`src/rtl/cpu_fu_pkg.sv`:
```
// Shared FSM state type and default sizing for the functional-unit arbiter.
package cpu_fu_pkg;

    localparam int DEF_NREQ    = 2;
    localparam int DEF_WIDTH   = 32;
    localparam int DEF_TIMEOUT = 64;

    typedef enum logic [1:0] {
        IDLE,
        ISSUE,
        WAIT,
        RESP
    } fu_state_e;

endpackage

```
`src/rtl/rr_arbiter.sv`:
```
// Round-robin selector: one-hot grant to the first active request at or after ptr.
module rr_arbiter #(
    parameter int NREQ  = 2,
    parameter int IDX_W = $clog2(NREQ)
) (
    input  logic [NREQ-1:0]  req,
    input  logic [IDX_W-1:0] ptr,
    output logic [NREQ-1:0]  grant
);

    function automatic logic [IDX_W-1:0] wrap_idx(input int v);
        return (v >= NREQ) ? IDX_W'(v - NREQ) : IDX_W'(v);
    endfunction

    // Scan from lowest priority to highest so the last hit (closest to ptr) wins.
    always_comb begin
        // NOTE: default assignment first keeps this block free of inferred latches.
        grant = '0;
        for (int off = NREQ - 1; off >= 0; off--) begin
            if (req[wrap_idx(int'(ptr) + off)]) begin
                grant = '0;
                grant[wrap_idx(int'(ptr) + off)] = 1'b1;
            end
        end
    end

endmodule

```
`src/rtl/fu_arbiter.sv`:
```
// Shares one multi-cycle functional unit among NREQ requesters (IDLE/ISSUE/WAIT/RESP).
// Define FU_ARB_TIMEOUT_EN to add a WAIT-state watchdog that returns resp_err.
module fu_arbiter
    import cpu_fu_pkg::*;
#(
    parameter int NREQ    = DEF_NREQ,
    parameter int WIDTH   = DEF_WIDTH,
    parameter int TIMEOUT = DEF_TIMEOUT
) (
    input  logic                  clk,
    input  logic                  reset,
    input  logic [NREQ-1:0]       req_valid,
    input  logic [NREQ*WIDTH-1:0] req_operand,
    output logic [NREQ-1:0]       req_ready,
    output logic [NREQ-1:0]       resp_valid,
    output logic [WIDTH-1:0]      resp_result,
    output logic                  resp_err,
    output logic                  unit_start,
    output logic [WIDTH-1:0]      unit_operand,
    input  logic                  unit_done,
    input  logic [WIDTH-1:0]      unit_result,
    output logic                  busy
);

    localparam int IDX_W = $clog2(NREQ);

    fu_state_e        state_q;
    logic [IDX_W-1:0] rr_ptr_q;
    logic [IDX_W-1:0] rr_ptr_d;
    logic [IDX_W-1:0] idx_q;
    logic [IDX_W-1:0] grant_idx;
    logic [NREQ-1:0]  grant;
    logic [WIDTH-1:0] sel_operand;
    logic [WIDTH-1:0] operand_q;
    logic [WIDTH-1:0] result_q;
    logic [NREQ-1:0]  resp_valid_q;
    logic             unit_start_q;

`ifdef FU_ARB_TIMEOUT_EN
    localparam int CNT_W = $clog2(TIMEOUT + 1);
    logic [CNT_W-1:0] tmo_q;
    logic             err_q;
    assign resp_err = err_q;
`else
    localparam int unused_timeout = TIMEOUT;
    assign resp_err = 1'b0;
`endif

    rr_arbiter #(
        .NREQ  (NREQ),
        .IDX_W (IDX_W)
    ) u_rr (
        .req   (req_valid),
        .ptr   (rr_ptr_q),
        .grant (grant)
    );

    always_comb begin
        grant_idx   = '0;
        sel_operand = '0;
        for (int i = 0; i < NREQ; i++) begin
            if (grant[i]) begin
                grant_idx   = IDX_W'(i);
                sel_operand = req_operand[i*WIDTH +: WIDTH];
            end
        end
    end

    assign rr_ptr_d = (idx_q == IDX_W'(NREQ - 1)) ? '0 : idx_q + 1'b1;

    always_ff @(posedge clk) begin
        if (reset) begin
            state_q      <= IDLE;
            rr_ptr_q     <= '0;
            idx_q        <= '0;
            operand_q    <= '0;
            result_q     <= '0;
            resp_valid_q <= '0;
            unit_start_q <= 1'b0;
`ifdef FU_ARB_TIMEOUT_EN
            tmo_q        <= '0;
            err_q        <= 1'b0;
`endif
        end else begin
            // NOTE: non-blocking assignments so every register samples pre-edge values.
            unit_start_q <= 1'b0;
            resp_valid_q <= '0;
            case (state_q)
                IDLE: begin
                    if (|req_valid) begin
                        operand_q    <= sel_operand;
                        idx_q        <= grant_idx;
                        unit_start_q <= 1'b1;
                        state_q      <= ISSUE;
                    end
                end
                ISSUE: begin
                    state_q <= WAIT;
`ifdef FU_ARB_TIMEOUT_EN
                    tmo_q   <= '0;
`endif
                end
                WAIT: begin
                    if (unit_done) begin
                        result_q     <= unit_result;
                        resp_valid_q <= NREQ'(1) << idx_q;
                        state_q      <= RESP;
`ifdef FU_ARB_TIMEOUT_EN
                        err_q        <= 1'b0;
                    end else if (tmo_q == CNT_W'(TIMEOUT - 1)) begin
                        result_q     <= '0;
                        err_q        <= 1'b1;
                        resp_valid_q <= NREQ'(1) << idx_q;
                        state_q      <= RESP;
                    end else begin
                        tmo_q        <= tmo_q + 1'b1;
`endif
                    end
                end
                RESP: begin
                    rr_ptr_q <= rr_ptr_d;
                    state_q  <= IDLE;
                end
                default: state_q <= IDLE;
            endcase
        end
    end

    assign req_ready    = (state_q == IDLE) ? grant : '0;
    assign resp_valid   = resp_valid_q;
    assign resp_result  = result_q;
    assign unit_start   = unit_start_q;
    assign unit_operand = operand_q;
    assign busy         = (state_q != IDLE);

endmodule

```
`config.mk`:
```
export PLATFORM = sky130hd
export DESIGN_NAME = fu_arbiter
export DESIGN_NICKNAME = d
export VERILOG_FILES = /design/src/rtl/cpu_fu_pkg.sv /design/src/rtl/rr_arbiter.sv /design/src/rtl/fu_arbiter.sv
export SDC_FILE = /design/constraint.sdc
export NUM_CORES = 1
export LEC_CHECK = 0
export BUFFER_PORTS_ARGS = -buffer_cell sky130_fd_sc_hd__buf_2
export CAP_MARGIN = 20
export CORE_ASPECT_RATIO = 0.75
export CORE_MARGIN = 5
export CORE_UTILIZATION = 33
export CTS_CLUSTER_SIZE = 16
export DETAILED_ROUTE_END_ITERATION = 7
export SYNTH_ARGS = -nofsm -noshare
export SYNTH_HDL_FRONTEND = slang
export SYNTH_SLANG_ARGS = --single-unit
```
`constraint.sdc`:
```
create_clock -name clk -period 2.3 [get_ports clk]
set_clock_uncertainty 0.2 [all_clocks]
set_input_delay 0.115 -clock clk [delete_from_list [all_inputs] [get_ports clk]]
set_output_delay 0.115 -clock clk [all_outputs]
set_load 0.05 [all_outputs]
```
==> results of run 1 <==
-- through the flow --
stage          hold slack [ps]  worst slack (ps)  power (uW)  utilization [%]
2_1_floorplan             51.0               393        3690                -
5_1_grt                   18.1              67.4        6210             59.7
4_1_cts                   1.87              91.6        5930             59.6
3_5_place_dp               161               321        4310             44.6
6_report                  5.97               200        5890             59.7
3_3_place_gp               156               385        4260             44.6
-- sequential cells by signal (all words and copies together), names as in the netlist --
| name | cells |
|---|---|
| unit_start | 1 |
| state_q | 2 |
| resp_valid | 2 |
| idx_q | 1 |
| unit_operand | 32 |
| rr_ptr_q | 1 |
| resp_result | 32 |
-- final cells by class --
cell class | instances | area [sq um]
clock buffer | 11 | 243
clock inverter | 5 | 81.3
fill | 741 | 3360
inverter | 37 | 139
multi-input combinational | 186 | 1100
sequential | 71 | 1420
tap | 108 | 135
timing repair buffer | 272 | 1860
-- tightest hold or removal path, delay by kind of cell --
family                 cells  cell delay [ps]
buffers and inverters      1               80
AO/OA/AOI/OAI              2              280
-- power breakdown --
| part | switching [uW] | total [uW] | internal, uW |
|---|---|---|---|
| Combinational | 1900 | 2720 | 815 |
| Sequential | 162 | 1700 | 1540 |
| Clock | 498 | 1480 | 979 |
| Total | 2560 | 5890 | 3330 |
-- logic make-up (layout without fill, tap and decap cells) --
family                   Yosys count  in the layout
other                              1              1
flip-flops                        71             71
adder cells (fa/ha/maj)            3              3
multiplexers                       2              2
buffers and inverters             66            325
AO/OA/AOI/OAI                    101            101
AND/OR/NAND/NOR                   79             79
-- cells in the final DEF (no fill, tap or decap), types with 2 or more instances in the layout --
cell type / instances
ha_1: 3
nand2_1: 69
o32ai_1: 32
bufinv_16: 2
a211oi_1: 32
dfxtp_1: 71
inv_1: 37
buf_4: 8
a21oi_1: 33
dlygate4sd3_1: 93
mux2i_1: 2
nor3_1: 3
clkbuf_16: 9
buf_2: 170
nor2_1: 4
-- final timing paths --
check / end / slack, ps / cells past startpoint
worst max register to register: unit_operand[17]$_SDFFE_PP0P_ / 280 / 5
worst max-delay path: req_ready[1] / 200 / 6
worst min-delay path: unit_operand[0]$_SDFFE_PP0P_ / 6 / 3
worst min register to register: resp_result[13]$_SDFFE_PP0P_ / 250 / 2
-- repair_timing --
action | 4_1_cts | 5_1_grt
resized for setup | 0 | 1
setup buffers | 0 | 0
endpoints found under the hold margin | 66 | 0
endpoints found under the setup margin | 0 | 1
hold buffers | 93 | 0
-- routing by layer --
| layer | vias up | wire (um) |
|---|---|---|
| met5 | - | 0 |
| met4 | 0 | 400 |
| met3 | 35 | 579 |
| met2 | 130 | 5150 |
| met1 | 1508 | 3800 |
| li1 | 1631 | - |
==> impl_metrics.json, run 1 <==
{
  "grt_overflow": 0,
  "placed_cell_area_sq_um": 3720,
  "clock.fmax_mhz": 476,
  "io_buffers": 170,
  "cp_top_family": "buffers and inverters",
  "critical_path_class": "flop to output pin",
  "busiest_layer": "met2",
  "clock-root-buffer": "clkbuf_16",
  "post_drt_wl_per_cell_um": 14.4,
  "cp_data_required_time_ps": 1990,
  "synth-adder-area-share_pct": 1.34,
  "cap_viol_max_count": 0,
  "synthXorXnorAreaFrac_pct": 0,
  "rows": 29,
  "synth-main-ff-cell": "dfxtp_1",
  "route.detailed.drc": 0,
  "drtIter0Drc": 117,
  "use_met2_pct": 34.0,
  "vias": 3304,
  "yosysSeqAreaShare_pct": 50.9,
  "nets": 681,
  "synth_cell_types": 20,
  "synth_area_leaders": "dfxtp_1 (51%), o32ai_1 (10%), nand2_1 (9.3%)",
  "end_kind": "output pin",
  "track_usage_pct": 19.0,
  "dieHeight_um": 89.7,
  "cpPeakStageDelay_ps": 370,
  "final.setup.tns_ps": 0,
  "synth-compound-area-share_pct": 25.9,
  "areaGrowthSynthToFinish_pct": 78.3,
  "drtAntennaViolNets": 0,
  "layout-drive-gt1-share_pct": 34.0,
  "synth_top_area_cell": "dfxtp_1",
  "first_global_vias": 3476,
  "ys_warn_count": 0,
  "die-area_sq_um": 10400,
  "rsz0062_at_grt": "no",
  "leakage_uw": 0.00234,
  "synth_edf_count": 0,
  "startpoint_type": "flop",
  "dp_cells": 581,
  "irDropWorstVdd_mv": 0.620,
  "worst_hold_startpoint": "req_operand[32]",
  "cts_buffer_depth": 2,
  "slowest_stage": "dfxtp_1",
  "wirelength_um": 9930,
  "synth-simple-area-share_pct": 11.0,
  "dpl.hpwl_um": 6320,
  "ios": 172,
  "synth_nets": 427,
  "regToRegStartpoint": "state_q[0]$_SDFFE_PP0P_",
  "grt_max_degree": 35,
  "antenna_found_initial": 0,
  "initial_core_util_pct": 33.5,
  "postSynth.asyncResetShare_pct": 0,
  "viasPerCell": 4.79,
  "setup_viol": 0,
  "outcome": "complete, no violations",
  "grt_pass1_wl_um": 16200,
  "synthMuxAreaShare_pct": 0.716,
  "dieWidth_um": 116,
  "post-route-min-period_ps": 2100,
  "clock-sinks": 71,
  "cts_made_buffers": 9,
  "min_path_type": "primary input to flop",
  "fin_cells": 690,
  "cts_tree": "done",
  "firstDrtPassIters": 4,
  "h-tree-depth": 3,
  "use_met3_pct": 4.23,
  "finalCritPeriodShare_pct": 91.3,
  "critPathMaxFanout": 34,
  "path_buf_inv": 3,
  "core_sq_um": 8350,
  "worst-slew-pin-transition_ps": 653,
  "yosysTopAreaCellShare_pct": 50.9,
  "hold_viol": 0,
  "yosysMostFrequentCell": "dfxtp_1",
  "cp_data_arrival_time_ps": 1780,
  "maxSlewHeadroom_pct": 56.5,
  "synth_top_family_by_area": "compound AO/OA/AOI/OAI gates",
  "slew_violations": 0,
  "synthesis.area_sq_um": 2800,
  "power.density_nw_per_um2": 1180,
  "synth_commonest_cells": "dfxtp_1 (71), nand2_1 (69), inv_1 (37)",
  "place.gp.congestion": 0.785,
  "clk_pin_slew_ps": 60,
  "syn_inst": 323,
  "final_area_sq_um": 4980,
  "avgSynthCellArea_sq_um": 8.65,
  "path_cells": "inv_1 -> ha_1 -> nand2_1 -> buf_4 -> nor2_1 -> buf_2",
  "met1_usage_pct": 20.4,
  "ys_ff_latch": 71,
  "insertion_delay_ps": 320,
  "cp-startpoint": "state_q[0]$_SDFFE_PP0P_",
  "antenna_cells": 0
}
Note: power is estimated with default switching activity, not from simulation.
==> inputs of run 2 (changes only) <==
PLACE_DENSITY = 0.67   (was not set)
clock period = 1.7 ns   (was 2.3 ns; I/O delays follow)
==> run 2 against run 1 <==
Net effect:
- the run now ends with hold timing left
- clock power rose by 46%
- non-clock buffer count rose by 11
- die area did not move
- routed wire length rose by 12%
- core utilization rose by 5.0 points
- final area rose by 8.4%
- sequential share of layout area fell by 2.2 points
- combinational power rose by 67%
- cell count rose by 1.6%
- first-iteration DRC count rose by 42%
- largest cell class unchanged
==> impl_metrics.json, run 2 (synthesized netlist as in run 1, its figures left out) <==
{
  "outcome": "finished with violations",
  "slew_violations": 0,
  "p_int_uw": 5190,
  "r2r_end": "unit_operand[1]$_SDFFE_PP0P_",
  "critical_path_class": "flop to flop",
  "io_buffers": 170,
  "dieHeight_um": 89.7,
  "finalCritPeriodShare_pct": 99.7,
  "dpl.hpwl_um": 6500,
  "multi_input_area_sq_um": 1230,
  "p_sw_uw": 3820,
  "areaGrowthSynthToFinish_pct": 93.3,
  "clk_pin_slew_ps": 60,
  "critPathMaxFanout": 16,
  "fin_total_pwr_uw": 9010,
  "hold_end": "unit_operand[11]$_SDFFE_PP0P_",
  "drtAntennaViolNets": 0,
  "worst-r2r-setup-slack_ps": 6,
  "ff2ff_path_depth": 6,
  "whs_ps": -12.7,
  "hold_viol": 1,
  "clock.fmax_mhz": 590,
  "viasPerCell": 4.89,
  "core_sq_um": 8350,
  "violations": "hold timing",
  "power_frac_comb_pct": 50.4,
  "track_usage_pct": 20.5,
  "wirelength_um": 11100,
  "end_kind": "flop",
  "nets": 692,
  "clock_power_share_pct": 24.0,
  "cts_made_buffers": 9,
  "slowest_stage": "dfxtp_2",
  "layout-drive-gt1-share_pct": 38.1,
  "irDropWorstVdd_mv": 1.01,
  "firstDrtPassIters": 4,
  "place.gp.congestion": 0.736,
  "rows": 29,
  "regToRegStartpoint": "state_q[0]$_SDFFE_PP0P_",
  "h-tree-depth": 3,
  "startpoint_type": "flop",
  "worst_hold_startpoint": "req_operand[43]",
  "power_frac_seq_pct": 25.6,
  "antenna_found_initial": 0,
  "fin_cells": 701,
  "rsz0062_at_grt": "yes",
  "min_path_type": "primary input to flop",
  "n_fill_cell": 686,
  "cpPeakStageDelay_ps": 330,
  "first_global_vias": 3517,
  "regArea_sq_um": 1420,
  "setup_viol": 0,
  "clock-sinks": 71,
  "post_drt_wl_per_cell_um": 15.9,
  "cts_buffer_depth": 2,
  "antenna_cells": 0,
  "fin_util_pct": 64.8,
  "dp_cells": 582,
  "grt_max_degree": 35,
  "final.setup.tns_ps": 0,
  "clock-root-buffer": "clkbuf_16",
  "grt_overflow": 0,
  "cp_data_required_time_ps": 1700,
  "whs_path_depth": 3,
  "power.density_nw_per_um2": 1670,
  "switching_share_pct": 42.4,
  "vias": 3425,
  "ios": 172,
  "leakage_uw": 0.00251,
  "layout_commonest_cell": "buf_2",
  "drtIter0Drc": 166,
  "route.detailed.drc": 0,
  "insertion_delay_ps": 320,
  "cp_data_arrival_time_ps": 1690,
  "post-route-min-period_ps": 1690,
  "layout_common_cells": "buf_2 (168), dlygate4sd3_1 (95), dfxtp_1 (70)",
  "initial_core_util_pct": 33.5,
  "grt_pass1_wl_um": 17200,
  "cap_viol_max_count": 0,
  "die-area_sq_um": 10400,
  "path_cells": "inv_2 -> ha_4 -> nand2_4 -> bufbuf_16 -> o32ai_1 -> a211oi_1",
  "cts_tree": "done",
  "dieWidth_um": 116
}
==> run 2: cell type report <==
type	instances	share of cell area (%)
clock buffers	9	4.17
clock inverters	7	2.22
inverters	37	2.57
multi-input cells	186	22.7
flip-flops and latches	71	26.3
well taps	108	2.50
repair buffers	283	39.5
==> run 2: power by group through the flow <==
stage | Clock, uW | Combinational (uW) | Sequential (uW)
floorplan | 0 | 1400 | 3590
finish | 2160 | 4540 | 2310
global route | 2270 | 4810 | 2360
detailed placement | 0 | 3730 | 2310
CTS | 2210 | 4200 | 2290
global placement | 0 | 3640 | 2300
==> run 2: repair_timing <==
item / CTS / global route
hold buffers: 95 / 0
endpoints found under the hold margin: 66 / 0
pin swaps: 1 / 3
gates resized for setup: 11 / 15
endpoints found under the setup margin: 24 / 23
buffers inserted: 3 / 2
cloned: 1 / 2
==> run 2: per-layer routing <==
metal / global-route usage (%) / share of wire [%] / vias up
met5: 0 / 0 / -
met1: 23.5 / 41 / 1597
li1: - / - / 1653
met3: 5.23 / 6.7 / 22
met2: 35.6 / 50 / 153
met4: 8.89 / 2.6 / 0
==> run 2: worst max path at each step <==
stage / from / endpoint / slack [ps] / depth (start not counted)
floorplan: state_q[0]$_SDFFE_PP0P_ / unit_operand[22]$_SDFFE_PP0P_ / 20 / 6
global placement: state_q[0]$_SDFFE_PP0P_ / unit_operand[29]$_SDFFE_PP0P_ / 50 / 6
detailed placement: state_q[0]$_SDFFE_PP0P_ / unit_operand[30]$_SDFFE_PP0P_ / -70 / 6
CTS: state_q[0]$_SDFFE_PP0P_ / req_ready[0] / 8 / 5
global route: state_q[0]$_SDFFE_PP0P_ / unit_operand[1]$_SDFFE_PP0P_ / -80 / 6
finish: state_q[0]$_SDFFE_PP0P_ / unit_operand[1]$_SDFFE_PP0P_ / 6 / 6
==> run 2: through the flow <==
stage	hold slack [ps]	area [sq um]	worst slack, ps
floorplan	21.0	2800	16.2
global placement	125	3820	49.8
detailed placement	131	3820	-72.3
CTS	6.02	5240	8.37
global route	23.1	5400	-80.4
finish	-12.7	5400	5.55
==> run 2: critical path, delay by kind of cell, from the launching register on <==
family / cells / cell delay (ps)
flip-flops: 1 / 330
AO/OA/AOI/OAI: 2 / 390
buffers and inverters: 2 / 380
AND/OR/NAND/NOR: 1 / 80
adder cells (fa/ha/maj): 1 / 180
==> inputs of run 3 (changes only) <==
--- a/constraint.sdc
+++ b/constraint.sdc
@@ -4,2 +4,2 @@
 set_output_delay 0.085 -clock clk [all_outputs]
-set_load 0.05 [all_outputs]
+set_load 0.1 [all_outputs]
==> run 3 against run 2 <==
Net effect:
- the run ends with setup timing left
- combinational power up 31%
- worst setup slack worse by 10 ps
- die area is the same
- routed wire length fell by 2.7%
- sequential power about the same
- via count hardly changed
- power rose by 14%
- cell count rose by 0.43%
- critical path type is now flop to output pin
- largest power group unchanged
==> impl_metrics.json, run 3 (synthesized netlist as in run 1, its figures left out) <==
{
  "grt_overflow": 0,
  "setup_viol": 1,
  "areaGrowthSynthToFinish_pct": 91.7,
  "layout-drive-gt1-share_pct": 39.8,
  "cp_data_required_time_ps": 1410,
  "rsz0062_at_grt": "yes",
  "dp_cells": 586,
  "cts_tree": "done",
  "irDropWorstVdd_mv": 1.12,
  "initial_core_util_pct": 33.5,
  "layout_common_cells": "buf_2 (167), dlygate4sd3_1 (98), dfxtp_1 (70)",
  "place.gp.congestion": 0.745,
  "first_global_vias": 3540,
  "firstDrtPassIters": 4,
  "io_buffers": 170,
  "layout_commonest_cell": "buf_2",
  "fin_util_pct": 64.2,
  "dpl_worst_slack_ps": -28.1,
  "critPathMaxFanout": 4,
  "antenna_found_initial": 0,
  "hold_viol": 0,
  "antenna_cells": 0,
  "clock-sinks": 71,
  "setup_slack_ps": -4.58,
  "viasPerCell": 4.86,
  "rows": 29,
  "violations": "setup timing",
  "clock-root-buffer": "clkbuf_16",
  "end_kind": "output pin",
  "insertion_delay_ps": 330,
  "clock.fmax_mhz": 587,
  "slew_violations": 0,
  "whs_ps": 13.2,
  "track_usage_pct": 20.4,
  "finalCritPeriodShare_pct": 100,
  "core_sq_um": 8350,
  "ios": 172,
  "grt_max_degree": 35,
  "clk_pin_slew_ps": 60,
  "h-tree-depth": 3,
  "use_met2_pct": 35.1,
  "fin_total_pwr_uw": 10300,
  "drtAntennaViolNets": 0,
  "outcome": "finished with violations",
  "drtIter0Drc": 173,
  "startpoint_type": "flop",
  "post-route-min-period_ps": 1700,
  "post_drt_wl_per_cell_um": 15.4,
  "nets": 695,
  "wirelength_um": 10800,
  "busiest_layer": "met2",
  "route.detailed.drc": 0,
  "cp_data_arrival_time_ps": 1420,
  "dpl.hpwl_um": 6490,
  "regArea_sq_um": 1420,
  "use_met3_pct": 5.57,
  "cts_made_buffers": 9,
  "dieHeight_um": 89.7,
  "cap_viol_max_count": 0,
  "die-area_sq_um": 10400,
  "fin_cells": 704,
  "leakage_uw": 0.00247,
  "cts_buffer_depth": 2,
  "min_path_type": "primary input to flop",
  "vias": 3422,
  "power.density_nw_per_um2": 1920,
  "n_fill_cell": 685,
  "grt_pass1_wl_um": 17100,
  "met1_usage_pct": 23.3,
  "critical_path_class": "flop to output pin",
  "multi_input_area_sq_um": 1260,
  "dieWidth_um": 116
}
==> run 3: changes by cell type in the layout (fill, tap and decap cells not counted), sizes merged <==
cell / previous run / this run
buf: 185 / 188
dlygate4sd3: 95 / 98
bufbuf: 1 / 0
bufinv: 3 / 2
inv: 38 / 37
==> run 3: cell type report <==
class,count,share of cell area [%]
Multi-Input combinational cell,186,23.5
Clock inverter,5,1.52
Clock buffer,11,4.53
Sequential cell,71,26.5
Tap cell,108,2.52
Inverter,37,2.59
Timing Repair Buffer,286,38.8
==> run 3: what timing repair did <==
| action | in CTS | in global routing |
|---|---|---|
| endpoints found under the hold margin | 67 | 0 |
| buffers inserted | 4 | 0 |
| pin swaps | 1 | 2 |
| hold buffers | 98 | 0 |
| gates cloned | 1 | 0 |
| endpoints found under the setup margin | 19 | 21 |
| gates resized for setup | 9 | 24 |
==> run 3: per-stage QoR <==
stage / area [sq um] / setup TNS (ps)
5_1_grt: 5360 / -176
3_5_place_dp: 3860 / -103
4_1_cts: 5260 / 0
2_1_floorplan: 2810 / -18.5
3_3_place_gp: 3860 / 0
6_report: 5360 / -4.58
==> run 3: final timing paths <==
check / to / cells past startpoint / start / slack, ps
hold reg to reg: resp_result[13]$_SDFFE_PP0P_ / 2 / resp_result[13]$_SDFFE_PP0P_ / 250
hold / removal: unit_operand[0]$_SDFFE_PP0P_ / 3 / req_operand[32] / 10
setup / recovery: req_ready[1] / 6 / state_q[0]$_SDFFE_PP0P_ / -5
setup reg to reg: unit_operand[21]$_SDFFE_PP0P_ / 7 / state_q[0]$_SDFFE_PP0P_ / 50
==> run 3: layer usage <==
metal | share of wire (%) | routed length [um] | up-vias
met2 | 50 | 5430 | 142
met3 | 5.7 | 619 | 37
li1 | - | - | 1655
met4 | 3.7 | 403 | 0
met1 | 40 | 4380 | 1588
met5 | 0 | 0 | -
==> run 3: critical path, stage by stage (launching register included) <==
cell and delay [ps]:
dfxtp_2 330, inv_2 80, ha_4 170, nand2_2 80
buf_6 130, nor2_4 110, buf_12 180
==> run 3: where the power goes <==
part           switching (uW)  internal (uW)
Sequential                239           2080
Clock                     696           1320
Combinational            4370           1570
